[src/rtl/wb_stage.sv]
// RV32I write-back stage: MEM/WB pipeline register, load formatting and
// write-back mux, register-file write port and a 64-bit retired-instruction counter.
module wb_stage (
  input  logic        clk,
  input  logic        rst,
  input  logic        stall,
  input  logic        mem_valid,
  input  logic        mem_reg_write,
  input  logic [4:0]  mem_rd_addr,
  input  logic [1:0]  mem_wb_sel,
  input  logic [2:0]  mem_funct3,
  input  logic [31:0] mem_alu_result,
  input  logic [31:0] mem_read_data,
  input  logic [31:0] mem_pc_plus4,
  output logic        rf_we,
  output logic [4:0]  rf_waddr,
  output logic [31:0] rf_wdata,
  output logic [63:0] instret,
  output logic [31:0] dbg_wb_data
);

  typedef enum logic [1:0] {
    WB_ALU  = 2'b00,
    WB_LOAD = 2'b01,
    WB_PC4  = 2'b10,
    WB_ALU2 = 2'b11
  } wb_sel_e;

  typedef enum logic [2:0] {
    F3_LB  = 3'b000,
    F3_LH  = 3'b001,
    F3_LBU = 3'b100,
    F3_LHU = 3'b101
  } load_f3_e;

  typedef struct packed {
    logic        valid;
    logic        reg_write;
    logic [4:0]  rd_addr;
    wb_sel_e     wb_sel;
    logic [2:0]  funct3;
    logic [31:0] alu_result;
    logic [31:0] read_data;
    logic [31:0] pc_plus4;
  } memwb_t;

  memwb_t      r_wb;
  logic        r_done;
  logic [63:0] r_instret;

  logic [7:0]  w_byte;
  logic [15:0] w_half;
  logic [31:0] w_load_data;
  logic [31:0] w_wdata;

  // NOTE: sequential state uses non-blocking assignments so every register
  // samples pre-edge values, independent of statement order.
  always_ff @(posedge clk or negedge rst) begin
    if (!rst) begin
      r_wb      <= '0;
      r_done    <= 1'b0;
      r_instret <= '0;
    end else if (!stall) begin
      r_wb <= '{valid:      mem_valid,
                reg_write:  mem_reg_write,
                rd_addr:    mem_rd_addr,
                wb_sel:     wb_sel_e'(mem_wb_sel),
                funct3:     mem_funct3,
                alu_result: mem_alu_result,
                read_data:  mem_read_data,
                pc_plus4:   mem_pc_plus4};
      r_done <= 1'b0;
      if (mem_valid) r_instret <= r_instret + 64'd1;
    end else if (r_wb.valid) begin
      // A held entry has already been written in its first cycle.
      r_done <= 1'b1;
    end
  end

  // NOTE: every always_comb output gets a default first so no latch is inferred
  // for unlisted case values.
  always_comb begin
    w_byte = r_wb.read_data[7:0];
    case (r_wb.alu_result[1:0])
      2'd1:    w_byte = r_wb.read_data[15:8];
      2'd2:    w_byte = r_wb.read_data[23:16];
      2'd3:    w_byte = r_wb.read_data[31:24];
      default: w_byte = r_wb.read_data[7:0];
    endcase
  end

  assign w_half = r_wb.alu_result[1] ? r_wb.read_data[31:16] : r_wb.read_data[15:0];

  always_comb begin
    w_load_data = r_wb.read_data;
    case (r_wb.funct3)
      F3_LB:   w_load_data = {{24{w_byte[7]}}, w_byte};
      F3_LBU:  w_load_data = {24'd0, w_byte};
      F3_LH:   w_load_data = {{16{w_half[15]}}, w_half};
      F3_LHU:  w_load_data = {16'd0, w_half};
      default: w_load_data = r_wb.read_data;
    endcase
  end

  always_comb begin
    w_wdata = r_wb.alu_result;
    case (r_wb.wb_sel)
      WB_LOAD: w_wdata = w_load_data;
      WB_PC4:  w_wdata = r_wb.pc_plus4;
      default: w_wdata = r_wb.alu_result;
    endcase
  end

  assign rf_we       = r_wb.valid & r_wb.reg_write & (r_wb.rd_addr != 5'd0) & ~r_done;
  assign rf_waddr    = r_wb.rd_addr;
  assign rf_wdata    = w_wdata;
  assign dbg_wb_data = w_wdata;
  assign instret     = r_instret;

endmodule

[config.mk]
export PLATFORM = sky130hd
export DESIGN_NAME = wb_stage
export DESIGN_NICKNAME = d
export VERILOG_FILES = /design/src/rtl/wb_stage.sv
export SDC_FILE = /design/constraint.sdc
export NUM_CORES = 1
export LEC_CHECK = 0
export ABC_AREA = 1
export ABC_CLOCK_PERIOD_IN_PS = 3100
export CAP_MARGIN = 0
export CORE_MARGIN = 4
export CORE_UTILIZATION = 28
export CTS_CLUSTER_DIAMETER = 80
export CTS_CLUSTER_SIZE = 40
export DETAILED_ROUTE_END_ITERATION = 8
export PLACE_DENSITY = 0.54
export SYNTH_ARGS = -nofsm -noshare
export SYNTH_HDL_FRONTEND = slang
export SYNTH_SLANG_ARGS = --single-unit
[constraint.sdc]
create_clock -name clk -period 3.1 [get_ports clk]
set_input_delay 0.62 -clock clk [delete_from_list [all_inputs] [get_ports clk]]
set_output_delay 0.62 -clock clk [all_outputs]
set_load 0.05 [all_outputs]
# After elaboration in Yosys (flattened, before gate mapping)
# Index checks and enable logic that the tools add are counted.
[word_totals]
word_cells = 34
register_bits = 173
[classes]
eq_ne = 9
addsub = 1
n_mux = 6
n_bitwise = 5
reduce_logical = 3
[ops]
columns = ["op", "n"]
rows = [
  ["one-hot mux 32 bit (4 select lines)", 1],
  ["adder 64 x 1 -> 64 bit (second input constant)", 1],
  ["one-hot mux 32 bit (2 select lines)", 1],
  ["one-hot mux 8 bit (3 select lines)", 1],
  ["two-way mux 16 bit", 1],
  ["equality test 2 bit (second input constant)", 3],
  ["equality test 3 bit (second input constant)", 2],
  ["nonzero test 5 bit", 1],
  ["equality test 2 x 1 -> 1 bit (second input constant)", 2],
  ["bitwise AND 1 bit", 3],
  ["equality test 3 x 1 -> 1 bit (second input constant)", 1],
  ["logical NOT 3 bit", 1],
  ["two-way mux 1 bit", 2],
  ["inequality test 2 x 1 -> 1 bit (second input constant)", 1],
  ["inverter 1 bit", 2],
  ["AND reduction 2 bit", 1],
]

# Longest topological paths before layout
# Gate-level depths: netlist of run 1.
[depth]
word_depth = 4
depth_mapped = 12
ltp_nobuf = 10

# Least setup slack after synthesis of run 1
# Ideal clock, no wire load.
[synth_path]
path_type = "flip-flop to output port"
startpoint = "reg r_wb[100] (netlist name)"
endpoint = "out rf_wdata[30]"
arrival_ns = 2.423
stages_incl_launch_ff = 10
required_ns = 2.480
path_slack_ns = 0.057
path_buffers = 3
cell_sequence = "dfrtp_1 inv_1 ha_1 clkbuf_1 inv_1 clkbuf_1 a21oi_1 nand2_1 a21oi_1 buf_4"
[synth_between]
elab_chain_len = 2
word_cells_on_any_way = 3
[synth_rtl]
columns = ["item", "line_no", "source"]
rows = [
  ["start: declaration", "47", "memwb_t r_wb;"],
  ["start signal: assignment", "64", "r_wb <= '{valid: mem_valid,"],
  ["equality test 2 bit or equality test 2 x 1 -> 1 bit (tied branches)", "107", "case (r_wb.wb_sel)"],
  ["one-hot mux 32 bit (2 select lines) *", "107", ""],
  ["end: declaration", "17", "output logic [31:0] rf_wdata,"],
]
# Mark *: on every way between the ends. The rest lies on a longest branch, timed or not.

# Worst setup path after layout of run 1
[layout_path]
startpoint = "reg r_wb[100] (netlist name)"
endpoint = "out dbg_wb_data[23]"
[layout_between]
elab_chain_len = 2
word_cells_on_any_way = 3
[layout_rtl]
columns = ["item", "line_no", "source"]
rows = [
  ["equality test 2 bit or equality test 2 x 1 -> 1 bit (tied branches)", "107", ""],
  ["one-hot mux 32 bit (2 select lines) *", "107", ""],
  ["end: declaration", "19", "output logic [31:0] dbg_wb_data"],
]
# Marked as above.

==> results.sh, run 1 <==
export IMPL_outcome="finished clean"
export IMPL_core_area_mm2=0.03278
export IMPL_clock_sinks=173
export IMPL_crit_type="reg -> out"
export IMPL_num_rows=66
export IMPL_drtIter0Drc=549
export IMPL_hold_class="in -> async"
export IMPL_cts_made_buffers=17
export IMPL_p_leak_nw=5.863
export IMPL_io_buffer_count=244
export IMPL_ctsRootBufferMaster="clkbuf_16"
export IMPL_start_kind="register"
export IMPL_grt_first_pass_wirelength_um=51220
export IMPL_cp_arrival_ns=2.39
export IMPL_grtUsageTotal_pct=18.11
export IMPL_cts_hold_buffers_added=0
export IMPL_syn_area_per_cell_um2=7.334
export IMPL_area_delta_synth_final_pct=33.83
export IMPL_yosysUniqueCellTypes=30
export IMPL_fillers=3496
export IMPL_totalPowerFinal_w=0.007014
export IMPL_insertion_delay_ns=0.44
export IMPL_period_needed_ns=3.008
export IMPL_cts_tree="done"
export IMPL_syn_area_mm2=0.009373
export IMPL_ir_drop_mv=0.3988
export IMPL_cellPowerDensity_mw_per_mm2=559.2
export IMPL_fp_dieW_um=191.0
export IMPL_max_slew_margin_pct=31.02
export IMPL_critPathCaptureType="output port"
export IMPL_tightest_slew_ns=1.035
export IMPL_fin_crit_sh_pct=97.04
export IMPL_synth_top_flop_cell="dfrtp_1"
export IMPL_post_cts_buffers=0
export IMPL_num_io_pins=245
export IMPL_seq_area_frac_synth_pct=46.19
export IMPL_ys_async_sr_fraction_pct=100.0
export IMPL_die_area_mm2=0.03647
export IMPL_max_cap_violations=0
export IMPL_initial_core_util_pct=28.59
export IMPL_cts_buffer_depth=2
export IMPL_wl_um=33020
export IMPL_finClkSkew_ns=0.01260
export IMPL_fin_util_pct=38.26
export IMPL_finalMaxSlewViolations=0
export IMPL_hold_viol_final=0
export IMPL_critPathRequiredTime_ns=2.48
export IMPL_grt_pass1_vias=8926
export IMPL_via_per_inst=4.563
export IMPL_wl_per_cell_um=17.15
export IMPL_synthCells=1278
export IMPL_final_area_mm2=0.01254
export IMPL_antenna_found_initial=2
export IMPL_fin_cells=1925
export IMPL_route_detailed_drc=0
export IMPL_placed_area_mm2=0.01193
export IMPL_syn_nets=1392
export IMPL_yosysWarnings=0
export IMPL_final_nets=1585
export IMPL_grt_overflow=0
export IMPL_ant_nets=0
export IMPL_cts_reportedPaths_clkPinSlew_ns=0.08
export IMPL_vias=8783
export IMPL_grt_max_degree=127
export IMPL_final_common_cell="nand2_1"
export IMPL_firstDrtPassIters=6
export IMPL_gp_congestion=0.8739
export IMPL_placed_cells=1894
export IMPL_crit_fanout=24
export IMPL_ys_ff_latch=173
export IMPL_cts_max_level=4
export IMPL_drive_gt1_share_pct=10.11
export IMPL_fp_dieH_um=191.0
export IMPL_synth_edf_count=0
export IMPL_place_hpwl_um=24610
export IMPL_setup_viol_count_final=0
export IMPL_rr_worst_depth=8
export IMPL_diodes=0
export IMPL_rsz0062_at_grt="yes"
export IMPL_layout_common_cells="nand2_1, clkdlybuf4s50_1, dfrtp_1"
export IMPL_max_freq_mhz=332.4
==> cell usage after synthesis, types with 4 or more instances <==
library cell / count / share of area [%]
o21ai_1: 6 / 0.32
buf_4: 40 / 3.2
nand4_1: 29 / 1.9
dfrtp_1: 173 / 46
nor2_2: 12 / 0.80
inv_1: 93 / 3.7
nand2_2: 6 / 0.40
nor3_1: 9 / 0.48
nand3_2: 7 / 0.75
and2_1: 4 / 0.27
nor2_1: 138 / 5.5
nand3_1: 40 / 2.1
a21oi_1: 71 / 3.8
clkbuf_1: 35 / 1.4
o21ai_0: 41 / 2.2
nand2_1: 503 / 20
buf_1: 4 / 0.16
xor2_1: 20 / 1.9
xnor2_1: 24 / 2.2
nor2_4: 6 / 0.72
==> routing by layer <==
layer	vias to the layer above	global-route usage, %	share of wire, %
met1	4107	23.70	44
met2	293	29.89	47
li1	4336	-	-
met5	-	0	0.073
met3	43	4.310	6.8
met4	4	5.470	2.6
==> cell families after synthesis <==
kind of cell | count (synthesis) | share of synthesized area (%)
fa+ha+maj | 3 | 0.4005
compound gates | 124 | 6.768
buf+inv | 176 | 8.757
flops | 173 | 46.19
simple gates | 758 | 33.77
xor+xnor | 44 | 4.112
==> sequential cells by signal (all words and copies together) (netlist names) <==
signal and count:
instret 64, rf_waddr 5, r_wb 103, r_done 1
==> metrics by stage <==
step / TNS (ns) / setup slack, ns / hold WS, ns
final: 0 / 0.09179 / 0.1847
after global routing: -1.259 / -0.08509 / 0.2551
after detailed placement: 0 / 0.4566 / 0.4615
after global placement: 0 / 0.4756 / 0.4564
after CTS: 0 / 0.0007250 / 0.2389
after floorplan: 0 / 0.05670 / 0.3244
==> area by class of cell <==
class | count | area (µm²) | area share [%]
multi-input cells | 929 | 4249 | 33.88
clock buffers | 18 | 429.2 | 3.421
well taps | 442 | 553.0 | 4.409
clock inverters | 13 | 155.1 | 1.237
inverters | 94 | 355.3 | 2.833
flip-flops and latches | 173 | 4330 | 34.52
repair buffers | 256 | 2471 | 19.70
==> final timing paths <==
| path | end | startpoint | slack, ns |
|---|---|---|---|
| min | r_wb[43] | rst | 0.18 |
| max reg2reg | instret[58] | instret[1] | 1.18 |
| max | dbg_wb_data[23] | r_wb[100] | 0.09 |
| min reg2reg | r_wb[27] | r_wb[27] | 0.48 |
| min in group clk | r_wb[27] | r_wb[27] | 0.48 |
| max in group asynchronous | r_wb[55] | rst | 2.04 |
==> critical path, cell delays in order, from the launching register on <==
cell	delay [ns]
dfrtp_1	0.38
inv_1	0.08
ha_1	0.16
inv_1	0.36
a21oi_1	0.43
nand2_1	0.10
a21oi_1	0.19
buf_4	0.23
==> what timing repair did <==
item	4_1_cts	5_1_grt
hold endpoints to repair	0	0
gates resized for setup	1	6
endpoints found under the setup margin	4	44
==> where the power goes <==
| group | switching, W | leakage (nW) | internal (W) | total [W] |
|---|---|---|---|---|
| clock network | 0.00101 | 0.277 | 0.00121 | 0.00221 |
| registers | 0.000137 | 2.18 | 0.00242 | 0.00255 |
| logic | 0.00155 | 3.41 | 0.000695 | 0.00225 |
Power figures use the tool's default switching activity.
==> run 2: changes to the inputs <==
==> constraint.sdc (replaced) <==
create_clock -name clk -period 3.1 [get_ports clk]
set_input_delay 0.62 -clock clk [delete_from_list [all_inputs] [get_ports clk]]
set_output_delay 0.62 -clock clk [all_outputs]
set_load 0.005 [all_outputs]
==> results.sh, run 2 (synthesized netlist as in run 1, its figures left out) <==
export IMPL_diodes=0
export IMPL_max_slew_margin_pct=31.12
export IMPL_tightest_slew_ns=1.033
export IMPL_outcome="finished clean"
export IMPL_fillers=3405
export IMPL_cts_tree="done"
export IMPL_io_buffer_count=244
export IMPL_final_nets=1611
export IMPL_crit_fanout=6
export IMPL_route_detailed_drc=0
export IMPL_grt_first_pass_wirelength_um=52100
export IMPL_wl_um=34410
export IMPL_largest_register_ffs=103
export IMPL_layout_common_cells="nand2_1, clkdlybuf4s50_1, dfrtp_1"
export IMPL_ctsRootBufferMaster="clkbuf_16"
export IMPL_drive_gt1_share_pct=10.53
export IMPL_max_freq_mhz=332.8
export IMPL_antenna_found_initial=1
export IMPL_final_common_cell="nand2_1"
export IMPL_cellPowerDensity_mw_per_mm2=486.2
export IMPL_setup_slack_ns=0.09507
export IMPL_worstPathCellList="buf_4 > nand2_1 > o21ai_2 > o21ai_2 > inv_2 > nand2_8 > nand2_8 > nand2_1 > a21oi_2 > clkdlybuf4s50_1"
export IMPL_drtIter0Drc=547
export IMPL_period_needed_ns=3.005
export IMPL_num_rows=66
export IMPL_fp_dieH_um=191.0
export IMPL_regMostFlops="r_wb"
export IMPL_grt_max_degree=127
export IMPL_place_hpwl_um=24770
export IMPL_pre_cts_slack_ns=0.2026
export IMPL_fp_dieW_um=191.0
export IMPL_ir_drop_mv=0.3857
export IMPL_cts_made_buffers=17
export IMPL_cts_max_level=4
export IMPL_start_kind="register"
export IMPL_hold_viol_final=0
export IMPL_grtUsageTotal_pct=18.48
export IMPL_num_io_pins=245
export IMPL_cp_slowest_stage_delay_ns=0.53
export IMPL_core_area_mm2=0.03278
export IMPL_finClkSkew_ns=0.009561
export IMPL_initial_core_util_pct=28.59
export IMPL_insertion_delay_ns=0.44
export IMPL_ant_nets=0
export IMPL_clock_sinks=173
export IMPL_gp_congestion=0.9188
export IMPL_cp_arrival_ns=2.38
export IMPL_crit_type="reg -> out"
export IMPL_p_leak_nw=6.419
export IMPL_setup_viol_count_final=0
export IMPL_totalPowerFinal_w=0.006432
export IMPL_critPathCaptureType="output port"
export IMPL_via_per_inst=4.635
export IMPL_grt_pass1_vias=9081
export IMPL_area_delta_synth_final_pct=41.16
export IMPL_cts_hold_buffers_added=0
export IMPL_vias=9047
export IMPL_finalMaxSlewViolations=0
export IMPL_die_area_mm2=0.03647
export IMPL_max_cap_violations=0
export IMPL_cts_buffer_depth=2
export IMPL_cts_reportedPaths_clkPinSlew_ns=0.07
export IMPL_critPathRequiredTime_ns=2.48
export IMPL_cp_slowest_cell="clkdlybuf4s50_1"
export IMPL_hold_class="in -> async"
export IMPL_grt_overflow=0
export IMPL_firstDrtPassIters=6
export IMPL_fin_crit_sh_pct=96.93
export IMPL_wl_per_cell_um=17.63
-- run 2: power by group --
| group | internal (W) | switching (W) | total, W |
|---|---|---|---|
| Sequential | 0.00242 | 0.000139 | 0.00256 |
| Clock | 0.00122 | 0.00105 | 0.00227 |
| Combinational | 0.000801 | 0.000806 | 0.00161 |
-- run 2: area by class of cell --
class | instances | area [µm²] | share of cell area [%]
clock inverter | 15 | 175.2 | 1.324
multi-input combinational | 931 | 4466 | 33.75
timing repair inverter | 1 | 7.507 | 0.05674
tap | 442 | 553.0 | 4.180
clock buffer | 17 | 425.4 | 3.215
timing repair buffer | 279 | 2910 | 22.00
inverter | 94 | 362.8 | 2.743
sequential | 173 | 4330 | 32.73
-- run 2: repair_timing --
action	CTS	global route
gates resized for setup	28	89
pin swaps	1	18
gates cloned	2	2
buffers inserted	7	11
hold endpoints to repair	0	0
endpoints found under the setup margin	62	63
-- run 2: metrics by stage --
stage	instances	setup TNS [ns]	utilization (%)	hold WS [ns]	instance area [µm²]
after detailed placement	1898	0	36.86	0.4576	12080
after global routing	1952	-0.03200	40.36	0.2033	13230
final	1952	0	40.36	0.1750	13230
after global placement	1898	0	36.86	0.4569	12080
after floorplan	1278	0	-	0.3244	9373
after CTS	1939	0	39.20	0.1882	12850
-- run 2: final timing paths --
check                                        to  cells past startpoint  startpoint  slack [ns]
worst max register to register      instret[58]                      8  instret[1]        1.21
max in group asynchronous           rf_waddr[0]                      2         rst        2.12
min in group clk                       r_wb[38]                      2    r_wb[38]        0.48
worst min register to register         r_wb[38]                      2    r_wb[38]        0.48
worst max-delay path            dbg_wb_data[18]                     10    r_wb[65]         0.1
worst min-delay path                   r_wb[36]                      1         rst        0.17
-- run 2: worst max-delay path: cells and delay by family, from the launching register on --
kind / cells / cell delay, ns
simple gates: 4 / 0.34
compound gates: 3 / 0.36
buf+inv: 3 / 0.79
flops: 1 / 0.45
-- run 2: per-layer routing --
metal / vias to the layer above / track usage [%] / wire length (µm)
li1: 4390 / - / -
met1: 4287 / 22.77 / 14240
met2: 316 / 31.48 / 16710
met3: 52 / 5.351 / 2582
met4: 2 / 5.525 / 862
met5: - / 0 / 13
==> run 3: changes to the inputs <==
--- a/config.mk
+++ b/config.mk
@@ -13,6 +13,7 @@
 export CTS_CLUSTER_DIAMETER = 80
 export CTS_CLUSTER_SIZE = 40
 export DETAILED_ROUTE_END_ITERATION = 8
+export GPL_TIMING_DRIVEN = 0
 export PLACE_DENSITY = 0.54
 export SYNTH_ARGS = -nofsm -noshare
 export SYNTH_HDL_FRONTEND = slang
==> results.sh, run 3 (synthesized netlist as in run 1, its figures left out) <==
export IMPL_fillers=3446
export IMPL_grt_max_degree=95
export IMPL_cts_made_buffers=17
export IMPL_drive_gt1_share_pct=13.66
export IMPL_fin_util_pct=41.55
export IMPL_layout_common_cells="nand2_1, clkdlybuf4s50_1, dfrtp_1"
export IMPL_rr_worst_depth=8
export IMPL_ctsRootBufferMaster="clkbuf_16"
export IMPL_fp_dieH_um=191.0
export IMPL_grt_first_pass_wirelength_um=54590
export IMPL_diodes=0
export IMPL_crit_fanout=8
export IMPL_crit_type="reg -> out"
export IMPL_wl_met2_um=17050
export IMPL_fin_cells=2009
export IMPL_cts_reportedPaths_clkPinSlew_ns=0.08
export IMPL_tightest_slew_ns=0.7256
export IMPL_p_leak_nw=6.445
export IMPL_max_slew_margin_pct=51.63
export IMPL_drtIter0Drc=652
export IMPL_cts_hold_buffers_added=0
export IMPL_die_area_mm2=0.03647
export IMPL_wl_per_cell_um=17.81
export IMPL_worstPathCellList="buf_6 > inv_4 > buf_4 > o21ai_4 > o21ai_1 > nand2_1 > nand2_2 > a21oi_4 > buf_4 > clkdlybuf4s50_1"
export IMPL_finalMaxSlewViolations=0
export IMPL_placed_area_mm2=0.01240
export IMPL_antenna_found_initial=5
export IMPL_top_layer="met5"
export IMPL_via_per_inst=4.633
export IMPL_cts_buffer_depth=2
export IMPL_totalPowerFinal_w=0.006564
export IMPL_met3_length_um=2462
export IMPL_cp_slowest_stage_delay_ns=0.49
export IMPL_max_freq_mhz=324.3
export IMPL_final_area_mm2=0.01362
export IMPL_outcome="finished clean"
export IMPL_critPathRequiredTime_ns=2.48
export IMPL_cp_slowest_cell="clkdlybuf4s50_1"
export IMPL_grtUsageTotal_pct=19.41
export IMPL_route_detailed_drc=0
export IMPL_insertion_delay_ns=0.44
export IMPL_fp_dieW_um=191.0
export IMPL_vias=9307
export IMPL_cp_arrival_ns=2.46
export IMPL_setup_viol_count_final=0
export IMPL_wl_um=35770
export IMPL_placed_cells=1965
export IMPL_initial_core_util_pct=28.59
export IMPL_place_hpwl_um=27380
export IMPL_final_common_cell="nand2_1"
export IMPL_cpMostUsedCell="buf_4"
export IMPL_grt_overflow=0
export IMPL_core_area_mm2=0.03278
export IMPL_ant_nets=0
export IMPL_regMostFlops="r_wb"
export IMPL_fin_crit_sh_pct=99.47
export IMPL_rsz0062_at_grt="yes"
export IMPL_hold_viol_final=0
export IMPL_wl_met1_um=15200
export IMPL_num_rows=66
export IMPL_io_buffer_count=244
export IMPL_firstDrtPassIters=5
export IMPL_hold_class="in -> async"
export IMPL_cts_max_level=4
export IMPL_start_kind="register"
export IMPL_gp_congestion=0.9241
export IMPL_ir_drop_mv=0.3797
export IMPL_clock_sinks=173
export IMPL_cellPowerDensity_mw_per_mm2=481.9
export IMPL_cts_tree="done"
export IMPL_num_io_pins=245
export IMPL_area_delta_synth_final_pct=45.33
export IMPL_finClkSkew_ns=0.01557
export IMPL_period_needed_ns=3.084
export IMPL_final_nets=1668
export IMPL_max_cap_violations=0
export IMPL_critPathCaptureType="output port"
export IMPL_largest_register_ffs=103
export IMPL_grt_pass1_vias=9639
## run 3: changes by cell type in the layout (fill, tap and decap cells not counted), sizes merged
cell / before / now
dlymetal6s2s: 44 / 23
dlygate4sd2: 1 / 5
nand2: 512 / 510
clkinvlp: 5 / 2
buf: 35 / 69
clkbuf: 19 / 46
clkdlybuf4s50: 197 / 214
clkinv: 1 / 5
bufinv: 2 / 0
inv: 102 / 101
## run 3: worst paths after layout
check | to | slack (ns) | start
worst min-delay path | r_wb[64] | 0.15 | rst
min in group clk | r_wb[91] | 0.48 | r_wb[91]
max in group asynchronous | instret[31] | 2.04 | rst
worst max register to register | instret[46] | 1.21 | instret[0]
worst max-delay path | rf_wdata[9] | 0.02 | r_wb[65]
worst min register to register | r_wb[91] | 0.48 | r_wb[91]
## run 3: worst max-delay path: cells and delay by family, from the launching register on
family	cells	cell delay, ns
buffers and inverters	5	0.99
DFF	1	0.42
AOI/OAI and AO/OA	3	0.41
and+or+nand+nor	2	0.21
## run 3: what timing repair did
item,CTS,global route
setup buffers,11,5
endpoints found under the setup margin,64,57
gates resized for setup,115,63
cloned,2,0
pin swaps,23,27
## run 3: layer usage
metal,up-vias,GRT usage [%]
li1,4519,-
met1,4427,23.98
met5,-,0
met4,10,4.834
met2,292,33.60
met3,59,5.442
## run 3: final cells by class
cell class              count  area (µm²)  area share (%)
repair buffers            262        2668           19.58
clock inverters            14       150.1           1.102
flip-flops and latches    173        4333           31.81
inverters                  94       355.3           2.609
well taps                 442       553.0           4.060
clock buffers              18       439.2           3.224
multi-input cells         929        4586           33.66
plain buffers              77       538.0           3.950
## run 3: metrics by stage
stage / hold slack, ns / worst slack, ns / setup TNS [ns]
5_1_grt: 0.1861 / -0.08528 / -0.3791
6_report: 0.1469 / 0.01633 / 0
3_3_place_gp: 0.4570 / -6.315 / -1094.87
3_5_place_dp: 0.4629 / -0.3522 / -7.324
2_1_floorplan: 0.3244 / 0.8835 / 0
4_1_cts: 0.1892 / -0.05740 / -0.1994
## run 3: report_power, final
part / leakage (nW) / internal, W / total [W] / switching [W]
Combinational: 3.99 / 0.000946 / 0.00183 / 0.000885
Clock: 0.284 / 0.00110 / 0.00218 / 0.00108
Sequential: 2.17 / 0.00242 / 0.00255 / 0.000135
